===== config.mk =====
export PLATFORM = sky130hd
export DESIGN_NAME = if_id_stage_flat
export DESIGN_NICKNAME = d
export VERILOG_FILES = /design/src/rtl/pipe_pkg.sv /design/src/rtl/if_id_stage_if.sv /design/src/rtl/if_id_stage_load_use_detect.sv /design/src/rtl/if_id_stage.sv /design/src/flat_wrapper.sv
export SDC_FILE = /design/constraint.sdc
export NUM_CORES = 1
export LEC_CHECK = 0
export BUFFER_PORTS_ARGS = -buffer_cell sky130_fd_sc_hd__buf_2
export CAP_MARGIN = 15
export CORE_MARGIN = 2
export CORE_UTILIZATION = 41
export DETAILED_ROUTE_END_ITERATION = 8
export PLACE_DENSITY = 0.86
export SLEW_MARGIN = 20
export SYNTH_ARGS = -nofsm -noshare
export SYNTH_HDL_FRONTEND = slang
export SYNTH_SLANG_ARGS = --single-unit

===== constraint.sdc =====
create_clock -name clk -period 1.8 [get_ports clk]
set_clock_uncertainty 0.15 [all_clocks]
set_input_delay 0.36 -clock clk [delete_from_list [all_inputs] [get_ports clk]]
set_output_delay 0.36 -clock clk [all_outputs]
set_load 0.03 [all_outputs]

===== src/rtl/pipe_pkg.sv =====
// Shared types and constants for the fetch/decode pipeline: stage FSM states,
// MIPS instruction field positions, the NOP encoding and a field-split helper.
package pipe_pkg;

    typedef enum logic [1:0] {
        ST_RUN   = 2'd0,
        ST_STALL = 2'd1,
        ST_HALT  = 2'd2
    } stage_state_t;

    localparam int OPCODE_LSB = 26;
    localparam int RS_LSB     = 21;
    localparam int RT_LSB     = 16;
    localparam int RD_LSB     = 11;
    localparam int SHAMT_LSB  = 6;
    localparam int FUNCT_LSB  = 0;
    localparam int IMM_LSB    = 0;

    localparam logic [31:0] NOP_INSTN = 32'd0;

    typedef struct packed {
        logic [5:0]  opcode;
        logic [4:0]  rs;
        logic [4:0]  rt;
        logic [4:0]  rd;
        logic [4:0]  shamt;
        logic [5:0]  funct;
        logic [15:0] imm;
    } instn_fields_t;

    function automatic instn_fields_t split_instn(input logic [31:0] instn);
        instn_fields_t f;
        f.opcode = instn[OPCODE_LSB +: 6];
        f.rs     = instn[RS_LSB     +: 5];
        f.rt     = instn[RT_LSB     +: 5];
        f.rd     = instn[RD_LSB     +: 5];
        f.shamt  = instn[SHAMT_LSB  +: 5];
        f.funct  = instn[FUNCT_LSB  +: 6];
        f.imm    = instn[IMM_LSB    +: 16];
        return f;
    endfunction

endpackage


===== src/rtl/if_id_stage_if.sv =====
// Signal bundle between instruction memory / EX feedback and the IF/ID stage.
// Optional statistics outputs appear when IF_ID_STATS_EN is defined.
interface if_id_stage_if;
    logic [31:0] inp_instn;
    logic [31:0] pc_to_branch;
    logic        branch_taken;
    logic        id_ex_mem_read;
    logic [4:0]  id_ex_rt;

    logic        stall_flag;
    logic        bubble;
    logic [31:0] instn_out;
    logic [31:0] pc_out;
    logic        valid_out;
    logic [5:0]  opcode;
    logic [5:0]  funct;
    logic [4:0]  rs;
    logic [4:0]  rt;
    logic [4:0]  rd;
    logic [4:0]  shamt;
    logic [15:0] imm;
    logic        halted;
`ifdef IF_ID_STATS_EN
    logic [15:0] stall_count;
    logic [15:0] flush_count;
`endif

    modport slave (
        input  inp_instn, pc_to_branch, branch_taken, id_ex_mem_read, id_ex_rt,
        output stall_flag, bubble, instn_out, pc_out, valid_out,
        output opcode, funct, rs, rt, rd, shamt, imm, halted
`ifdef IF_ID_STATS_EN
        , output stall_count, flush_count
`endif
    );

    modport master (
        output inp_instn, pc_to_branch, branch_taken, id_ex_mem_read, id_ex_rt,
        input  stall_flag, bubble, instn_out, pc_out, valid_out,
        input  opcode, funct, rs, rt, rd, shamt, imm, halted
`ifdef IF_ID_STATS_EN
        , input stall_count, flush_count
`endif
    );
endinterface


===== src/rtl/if_id_stage_load_use_detect.sv =====
// Load-use hazard compare: the load in ID/EX writes a register the latched
// instruction reads. Register 0 never creates a dependency.
module load_use_detect (
    input  logic       valid_out,
    input  logic       id_ex_mem_read,
    input  logic [4:0] id_ex_rt,
    input  logic [4:0] rs,
    input  logic [4:0] rt,
    output logic       hazard
);
    always_comb begin
        hazard = valid_out && id_ex_mem_read && (id_ex_rt != 5'd0) &&
                 ((id_ex_rt == rs) || (id_ex_rt == rt));
    end
endmodule


===== src/rtl/if_id_stage.sv =====
// IF/ID pipeline register with load-use stall, branch flush and halt FSM.
// Define IF_ID_STATS_EN to add saturating stall/flush counters.
module if_id_stage
    import pipe_pkg::*;
#(
    parameter logic [31:0] HALT_PC = 32'd100
) (
    input  logic          clk,
    input  logic          reset,
    if_id_stage_if.slave  bus
);
    stage_state_t  state_reg, state_next;
    logic [31:0]   instn_reg, instn_next;
    logic [31:0]   pc_reg, pc_next;
    logic          valid_reg, valid_next;
    logic          hazard;
    logic          stall_int;
    logic          bubble_int;
    logic          load;
    logic          stall_event;
    logic          flush_event;
    instn_fields_t fields;

    assign fields = split_instn(instn_reg);

    load_use_detect u_detect (
        .valid_out      (valid_reg),
        .id_ex_mem_read (bus.id_ex_mem_read),
        .id_ex_rt       (bus.id_ex_rt),
        .rs             (fields.rs),
        .rt             (fields.rt),
        .hazard         (hazard)
    );

    always_comb begin
        state_next  = state_reg;
        instn_next  = instn_reg;
        pc_next     = pc_reg;
        valid_next  = valid_reg;
        stall_int   = 1'b0;
        bubble_int  = 1'b0;
        load        = 1'b0;
        flush_event = 1'b0;
        unique case (state_reg)
            ST_RUN: begin
                bubble_int = hazard;
                if (bus.branch_taken) begin
                    flush_event = 1'b1;
                end else if (hazard) begin
                    stall_int  = 1'b1;
                    state_next = ST_STALL;
                end else begin
                    load = 1'b1;
                end
            end
            ST_STALL: begin
                if (bus.branch_taken) begin
                    flush_event = 1'b1;
                end else begin
                    load = 1'b1;
                end
            end
            ST_HALT: begin
                stall_int = 1'b1;
            end
            default: begin
                state_next = ST_RUN;
            end
        endcase

        if (flush_event) begin
            instn_next = NOP_INSTN;
            valid_next = 1'b0;
            state_next = ST_RUN;
        end

        // The halt PC is the end marker, not an instruction to execute.
        if (load) begin
            pc_next = bus.pc_to_branch;
            if (bus.pc_to_branch == HALT_PC) begin
                instn_next = NOP_INSTN;
                valid_next = 1'b0;
                state_next = ST_HALT;
            end else begin
                instn_next = bus.inp_instn;
                valid_next = 1'b1;
                state_next = ST_RUN;
            end
        end

        stall_event = stall_int && (state_reg == ST_RUN);
    end

    always_ff @(posedge clk) begin
        if (reset) begin
            state_reg <= ST_RUN;
            instn_reg <= NOP_INSTN;
            pc_reg    <= 32'd0;
            valid_reg <= 1'b0;
        end else begin
            state_reg <= state_next;
            instn_reg <= instn_next;
            pc_reg    <= pc_next;
            valid_reg <= valid_next;
        end
    end

    assign bus.stall_flag = stall_int;
    assign bus.bubble     = bubble_int;
    assign bus.instn_out  = instn_reg;
    assign bus.pc_out     = pc_reg;
    assign bus.valid_out  = valid_reg;
    assign bus.opcode     = fields.opcode;
    assign bus.funct      = fields.funct;
    assign bus.rs         = fields.rs;
    assign bus.rt         = fields.rt;
    assign bus.rd         = fields.rd;
    assign bus.shamt      = fields.shamt;
    assign bus.imm        = fields.imm;
    assign bus.halted     = (state_reg == ST_HALT);

`ifdef IF_ID_STATS_EN
    // Index 0 counts hazard stall cycles, index 1 counts flush edges.
    logic [15:0] cnt_reg [2];
    logic [1:0]  cnt_inc;

    assign cnt_inc = {flush_event, stall_event};

    for (genvar gi = 0; gi < 2; gi++) begin : g_cnt
        always_ff @(posedge clk) begin
            if (reset) begin
                cnt_reg[gi] <= 16'd0;
            end else if (cnt_inc[gi] && (state_reg != ST_HALT) &&
                         (cnt_reg[gi] != 16'hFFFF)) begin
                cnt_reg[gi] <= cnt_reg[gi] + 16'd1;
            end
        end
    end

    assign bus.stall_count = cnt_reg[0];
    assign bus.flush_count = cnt_reg[1];
`endif

endmodule


===== src/flat_wrapper.sv =====
// flat-port wrapper written by rule: the top's interface ports become plain ports
module if_id_stage_flat import pipe_pkg::*;
#(
    parameter logic [31:0] HALT_PC = 32'd100
)
  (clk, reset, bus_inp_instn, bus_pc_to_branch, bus_branch_taken, bus_id_ex_mem_read, bus_id_ex_rt, bus_stall_flag, bus_bubble, bus_instn_out, bus_pc_out, bus_valid_out, bus_opcode, bus_funct, bus_rs, bus_rt, bus_rd, bus_shamt, bus_imm, bus_halted);
  if_id_stage_if bus_i ();
  input  logic clk;
  input  logic reset;
  input wire logic [$bits(bus_i.inp_instn)-1:0] bus_inp_instn;
  input wire logic [$bits(bus_i.pc_to_branch)-1:0] bus_pc_to_branch;
  input wire logic [$bits(bus_i.branch_taken)-1:0] bus_branch_taken;
  input wire logic [$bits(bus_i.id_ex_mem_read)-1:0] bus_id_ex_mem_read;
  input wire logic [$bits(bus_i.id_ex_rt)-1:0] bus_id_ex_rt;
  output wire logic [$bits(bus_i.stall_flag)-1:0] bus_stall_flag;
  output wire logic [$bits(bus_i.bubble)-1:0] bus_bubble;
  output wire logic [$bits(bus_i.instn_out)-1:0] bus_instn_out;
  output wire logic [$bits(bus_i.pc_out)-1:0] bus_pc_out;
  output wire logic [$bits(bus_i.valid_out)-1:0] bus_valid_out;
  output wire logic [$bits(bus_i.opcode)-1:0] bus_opcode;
  output wire logic [$bits(bus_i.funct)-1:0] bus_funct;
  output wire logic [$bits(bus_i.rs)-1:0] bus_rs;
  output wire logic [$bits(bus_i.rt)-1:0] bus_rt;
  output wire logic [$bits(bus_i.rd)-1:0] bus_rd;
  output wire logic [$bits(bus_i.shamt)-1:0] bus_shamt;
  output wire logic [$bits(bus_i.imm)-1:0] bus_imm;
  output wire logic [$bits(bus_i.halted)-1:0] bus_halted;
  assign bus_i.inp_instn = bus_inp_instn;
  assign bus_i.pc_to_branch = bus_pc_to_branch;
  assign bus_i.branch_taken = bus_branch_taken;
  assign bus_i.id_ex_mem_read = bus_id_ex_mem_read;
  assign bus_i.id_ex_rt = bus_id_ex_rt;
  assign bus_stall_flag = bus_i.stall_flag;
  assign bus_bubble = bus_i.bubble;
  assign bus_instn_out = bus_i.instn_out;
  assign bus_pc_out = bus_i.pc_out;
  assign bus_valid_out = bus_i.valid_out;
  assign bus_opcode = bus_i.opcode;
  assign bus_funct = bus_i.funct;
  assign bus_rs = bus_i.rs;
  assign bus_rt = bus_i.rt;
  assign bus_rd = bus_i.rd;
  assign bus_shamt = bus_i.shamt;
  assign bus_imm = bus_i.imm;
  assign bus_halted = bus_i.halted;
  if_id_stage #(.HALT_PC(HALT_PC)) u_core (.clk(clk), .reset(reset), .bus(bus_i));
endmodule

; After elaboration in Yosys (flattened, before gate mapping)
; Index checks and enable logic that the tools add are counted.
[totals]
out_inout_bits = 116
ff_bits = 67
input_bits = 73
elab_cells = 44
[classes]
eq_ne = 8
n_reduce_logical = 10
n_mux = 22
[ops]
columns = op, count
row1 = 32-bit two-way mux, 3
row2 = 32-bit by 7-bit equality test with 1-bit output (second input constant), 1
row3 = 1-bit two-way mux, 11
row4 = 5-bit equality test, 2
row5 = 2-bit two-way mux, 5
row6 = 5-bit nonzero test, 1
row7 = 4-bit by 1-bit != test with 1-bit output (second input constant), 1
row8 = 4-bit by 2-bit != test with 1-bit output (second input constant), 1
row9 = 1-bit case mux with 2 select lines, 2
row10 = 2-bit case mux with 2 select lines, 1
row11 = 2-bit OR reduction, 2
row12 = 1-bit logical AND, 3
row13 = 3-bit by 1-bit != test with 1-bit output (second input constant), 1
row14 = 3-bit AND reduction, 1
row15 = 2-bit by 1-bit equality test with 1-bit output (second input constant), 1
row16 = 2-bit equality test (second input constant), 1
row17 = 2-bit zero test, 1
row18 = 2-bit nonzero test, 1
row19 = 1-bit logical OR, 1

; Longest topological paths before layout
[logic_depth]
depth_word = 8
mapped_depth = 7
ltp_nobuf = 5

; Cells and area by module
; From an unflattened synthesis, not the netlist that was laid out.
[hier_totals]
cells_unflattened = 303
area_unflattened_um2 = 2775.2
[modules_own_cells]
columns = mod, cells_each, area_per_inst_um2, seq_area_each_um2, instances
row1 = if_id_stage, 286, 2642.5, 1341.3, 1
row2 = load_use_detect, 17, 132.6, 0.0, 1

; Worst setup path after synthesis
; No wires, ideal clock.
[synth_path]
path_kind = flip-flop to output port
from = reg u_core.valid_reg (netlist: u_core.bus.valid_out)
to = out bus_stall_flag
t_arrival_ps = 1950
t_required_ps = 1290
setup_slack_ps = -660
path_stages_with_launch = 6
n_path_buf = 1
path_cell_list = dfxtp_1 nand2_1 a211oi_2 clkbuf_1 nand2_1 o21bai_1
[synth_via]
elab_chain_len = 6
[synth_lines]
columns = item, line_no
row1 = from (decl), if_id_stage.sv:15  ; logic valid_reg, valid_next;
row2 = from (signal assigned), if_id_stage.sv:104  ; valid_reg <= valid_next;
row3 = 1-bit logical AND (3 in a row), if_id_stage_load_use_detect.sv:12  ; hazard = valid_out && id_ex_mem_read && (id_ex_rt != 5'd0) &&
row4 = 1-bit two-way mux, if_id_stage.sv:49  ; end else if (hazard) begin
row5 = 1-bit two-way mux, if_id_stage.sv:47  ; if (bus.branch_taken) begin
row6 = 1-bit case mux with 2 select lines, if_id_stage.sv:44  ; unique case (state_reg)
row7 = to (decl), flat_wrapper.sv:15  ; output wire logic [$bits(bus_i.stall_flag)-1:0] bus_stall_flag;
; No other way between the ends.

; Worst setup path after layout
[layout_path]
from = reg u_core.instn_reg[25] (netlist: u_core.bus.instn_out[25])
to = out bus_stall_flag
[layout_via]
elab_chain_len = 6
[layout_lines]
columns = item, line_no
row1 = from (decl), if_id_stage.sv:13  ; logic [31:0] instn_reg, instn_next;
row2 = from (signal assigned), if_id_stage.sv:102  ; instn_reg <= instn_next;
row3 = 5-bit equality test, if_id_stage_load_use_detect.sv:13  ; ((id_ex_rt == rs) || (id_ex_rt == rt));
row4 = 1-bit logical OR, if_id_stage_load_use_detect.sv:13
row5 = 1-bit logical AND, if_id_stage_load_use_detect.sv:12
row6 = 1-bit two-way mux, if_id_stage.sv:49
row7 = 1-bit two-way mux, if_id_stage.sv:47
row8 = 1-bit case mux with 2 select lines, if_id_stage.sv:44
; No other way between the ends.

==> impl_metrics.tcl <==
set metrics [dict create \
    status "finished with violations" \
    violations "negative setup slack" \
    holdWs_ns 0.0703 \
    r2r-start "u_core.bus.instn_out[19]" \
    preCtsSetupSlack_ns -0.420 \
    io_pins 189 \
    timing.critical_path.to "bus_stall_flag" \
    critPathLaunch "u_core.bus.instn_out[25]" \
    start_util 0.421 \
    total_power_uw 4170 \
    cp.buffers_inverters 1 \
    ant_nets 0 \
    cts_num_sinks 67 \
    critical_path_depth 6 \
    cp-end-kind "output port" \
    core_um2 8680 \
    hp-class "in -> reg" \
    clk_pin_slew_ns 0.08 \
    drt_iter0_drc 135 \
    vias_per_cell 5.44 \
    slew_viol_final 0 \
    synth_fp_nets 459 \
    worst_skew_pair.late_latency_ns 0.35 \
    portBuffers 188 \
    avgSynthCellArea_um2 9.47 \
    hpwl_um 7440 \
    placementRows 34 \
    cts_buffer_depth 2 \
    syn_inst 386 \
    die-area_um2 9680 \
    setup_ws_ns -0.273 \
    grt.total_usage 0.226 \
    htree_levels 3 \
    rr_worst_depth 9 \
    worstMarginPinSlew_ns 0.451 \
    routed_wl_um 11200 \
    fin_tns_setup_ns -6.34 \
    startpoint_type "register" \
    min_period_over_period 1.15 \
    p_leak_uw 0.00261 \
    rsz0062_at_grt "true" \
    cts-root-buf "clkbuf_8" \
    antenna_found_initial 0 \
    max-vdd-ir-drop_v 0.000540 \
    drive_above_1_share 0.515 \
    crit_family "flip-flops" \
    cpMaxStageDelayCell "dfxtp_4" \
    yosysWarnings 0 \
    numCtsBuffers 9 \
    ys_seq_area_frac 0.367 \
    r2r_slack_ns -0.19 \
    wire_per_inst_um 17.0 \
    num_vias 3587 \
    p_per_area_nw_per_um2 807 \
    place_congestion 0.837 \
    worstPathMaxFanout 3 \
    ys_ff_latch 67 \
    grt_start_max_net_pins 66 \
    diodes 0 \
    syn-cell-area_um2 3650 \
    overflow 0 \
    max_freq_ghz 0.482 \
    grt_pass1_wl_um 17700 \
    finalCriticalPeriod_ns 2.07 \
    nNetsFinal 619 \
    drc 0 \
    drtPass1Iterations 4 \
    setup_viol 44 \
    cpPeakStageDelay_ns 0.37 \
    ys_types 30 \
    crit_arrival_ns 1.56 \
    syn2layout_area_growth_pct 41.4 \
    die_height_um 98.4 \
    holdPathStages 2 \
    cts_tree "built" \
    timing.rr.end "u_core.bus.instn_out[17]" \
    die_w_um 98.4 \
    critPathRequiredTime_ns 1.29 \
    slew_headroom 0.699 \
    crit_type "reg -> out" \
    hold_viol 0 \
    path_cells "xnor2_4 > nand3_2 > o22ai_4 > nand2_4 > o21bai_4 > buf_6" \
    maxCapViolations 0 \
    grt_pass1_vias 3492 \
]
==> layout by cell type (no fill, tap or decap), types with 3 or more instances in the layout <==
cell / netlist / layout
buf_2: 8 / 185
dfxtp_1: 67 / 56
nand2_1: 38 / 35
a22o_1: 32 / 32
and3_1: 32 / 32
a32oi_1: 32 / 32
nor3b_1: 32 / 31
mux2i_1: 32 / 29
buf_4: 48 / 29
clkbuf_8: 0 / 9
dfxtp_4: 0 / 9
buf_12: 0 / 7
xnor2_2: 0 / 6
nor4_1: 5 / 5
buf_6: 3 / 4
nor2_1: 4 / 3
mux2i_2: 0 / 3
buf_16: 0 / 3
==> stage by stage <==
step | cells | utilization | cell area (um^2)
after detailed placement | 633 | 0.529 | 4590
after global placement | 633 | 0.529 | 4590
final | 659 | 0.595 | 5170
after CTS | 657 | 0.587 | 5100
after floorplan | 386 | - | 3740
after global routing | 659 | 0.595 | 5170
==> cell type report <==
| type | instances | area, um^2 |
|---|---|---|
| clock buffers | 10 | 149 |
| repair buffers | 231 | 1480 |
| clock inverters | 6 | 86.3 |
| multi-input cells | 236 | 1940 |
| well taps | 108 | 135 |
| fillers | 734 | 3510 |
| flip-flops and latches | 67 | 1380 |
| inverters | 1 | 3.75 |
==> synthesized netlist by cell type (all sizes together) <==
| master | instances | area (um^2) |
|---|---|---|
| a2111oi | 1 | 27.5 |
| a211o | 1 | 8.76 |
| a211oi | 1 | 12.5 |
| a21o | 1 | 7.51 |
| a22o | 32 | 280 |
| a32o | 2 | 21.3 |
| a32oi | 32 | 280 |
| and3 | 32 | 200 |
| buf | 59 | 434 |
| clkbuf | 23 | 86.3 |
| dfxtp | 67 | 1340 |
| inv | 1 | 3.75 |
| mux2i | 32 | 320 |
| nand2 | 38 | 143 |
| nand3 | 2 | 20.0 |
| nand4 | 1 | 6.26 |
| nor2 | 4 | 15.0 |
| nor2b | 1 | 6.26 |
| nor3 | 3 | 20.0 |
| nor3b | 32 | 240 |
| nor4 | 5 | 31.3 |
| nor4b | 3 | 26.3 |
| o21bai | 1 | 7.51 |
| o22ai | 1 | 20.0 |
| or2 | 1 | 6.26 |
| xnor2 | 10 | 87.6 |
==> power breakdown <==
| part | switching, uW | internal (uW) | leakage [uW] | total, uW |
|---|---|---|---|---|
| registers | 80.5 | 1580 | 0.000561 | 1660 |
| logic | 625 | 394 | 0.00193 | 1020 |
| clock network | 628 | 862 | 0.000119 | 1490 |
==> layer usage <==
metal / vias up / GRT usage / part of all wire
met3: 7 / 0.0551 / 0.066
met2: 165 / 0.407 / 0.53
met5: - / 0 / 0
li1: 1709 / - / -
met1: 1706 / 0.275 / 0.40
met4: 0 / 0.0432 / 0.0036
==> worst min-delay path by stage <==
stage                               startpoint                       end  slack, ns
final                        bus_inp_instn[29]  u_core.bus.instn_out[29]       0.07
after global routing         bus_inp_instn[25]  u_core.bus.instn_out[25]       0.05
after CTS                    bus_inp_instn[28]  u_core.bus.instn_out[28]       0.05
after detailed placement  u_core.bus.valid_out      u_core.bus.valid_out       0.33
after global placement    u_core.bus.valid_out      u_core.bus.valid_out       0.32
after floorplan              bus_inp_instn[16]  u_core.bus.instn_out[16]       0.33
==> timing repair <==
action | 4_1_cts | 5_1_grt
pin swaps | 10 | 4
endpoints found under the setup margin | 67 | 68
gates resized for setup | 26 | 8
setup buffers | 4 | 1
cloned | 4 | 1
hold buffers | 0 | 0
endpoints found under the hold margin | 0 | 0
==> worst reg2reg max path, cell delays in order (launching register included) <==
cell and delay (ns):
dfxtp_4 0.36, xnor2_1 0.12, nand2_1 0.11, o22ai_4 0.10, buf_4 0.15, buf_12 0.14, a2111oi_4 0.30, buf_6 0.22
buf_6 0.14, a22o_1 0.13
==> kinds of logic after synthesis <==
logic type / count (synthesis) / share of synthesized area
and+or+nand+nor: 122 / 0.196
muxes: 32 / 0.0877
AOI/OAI and AO/OA: 72 / 0.182
DFF: 67 / 0.367
xor gates and xnor gates: 10 / 0.0240
buffers and inverters: 83 / 0.143
No activity file was read; power rests on OpenSTA's default activity.
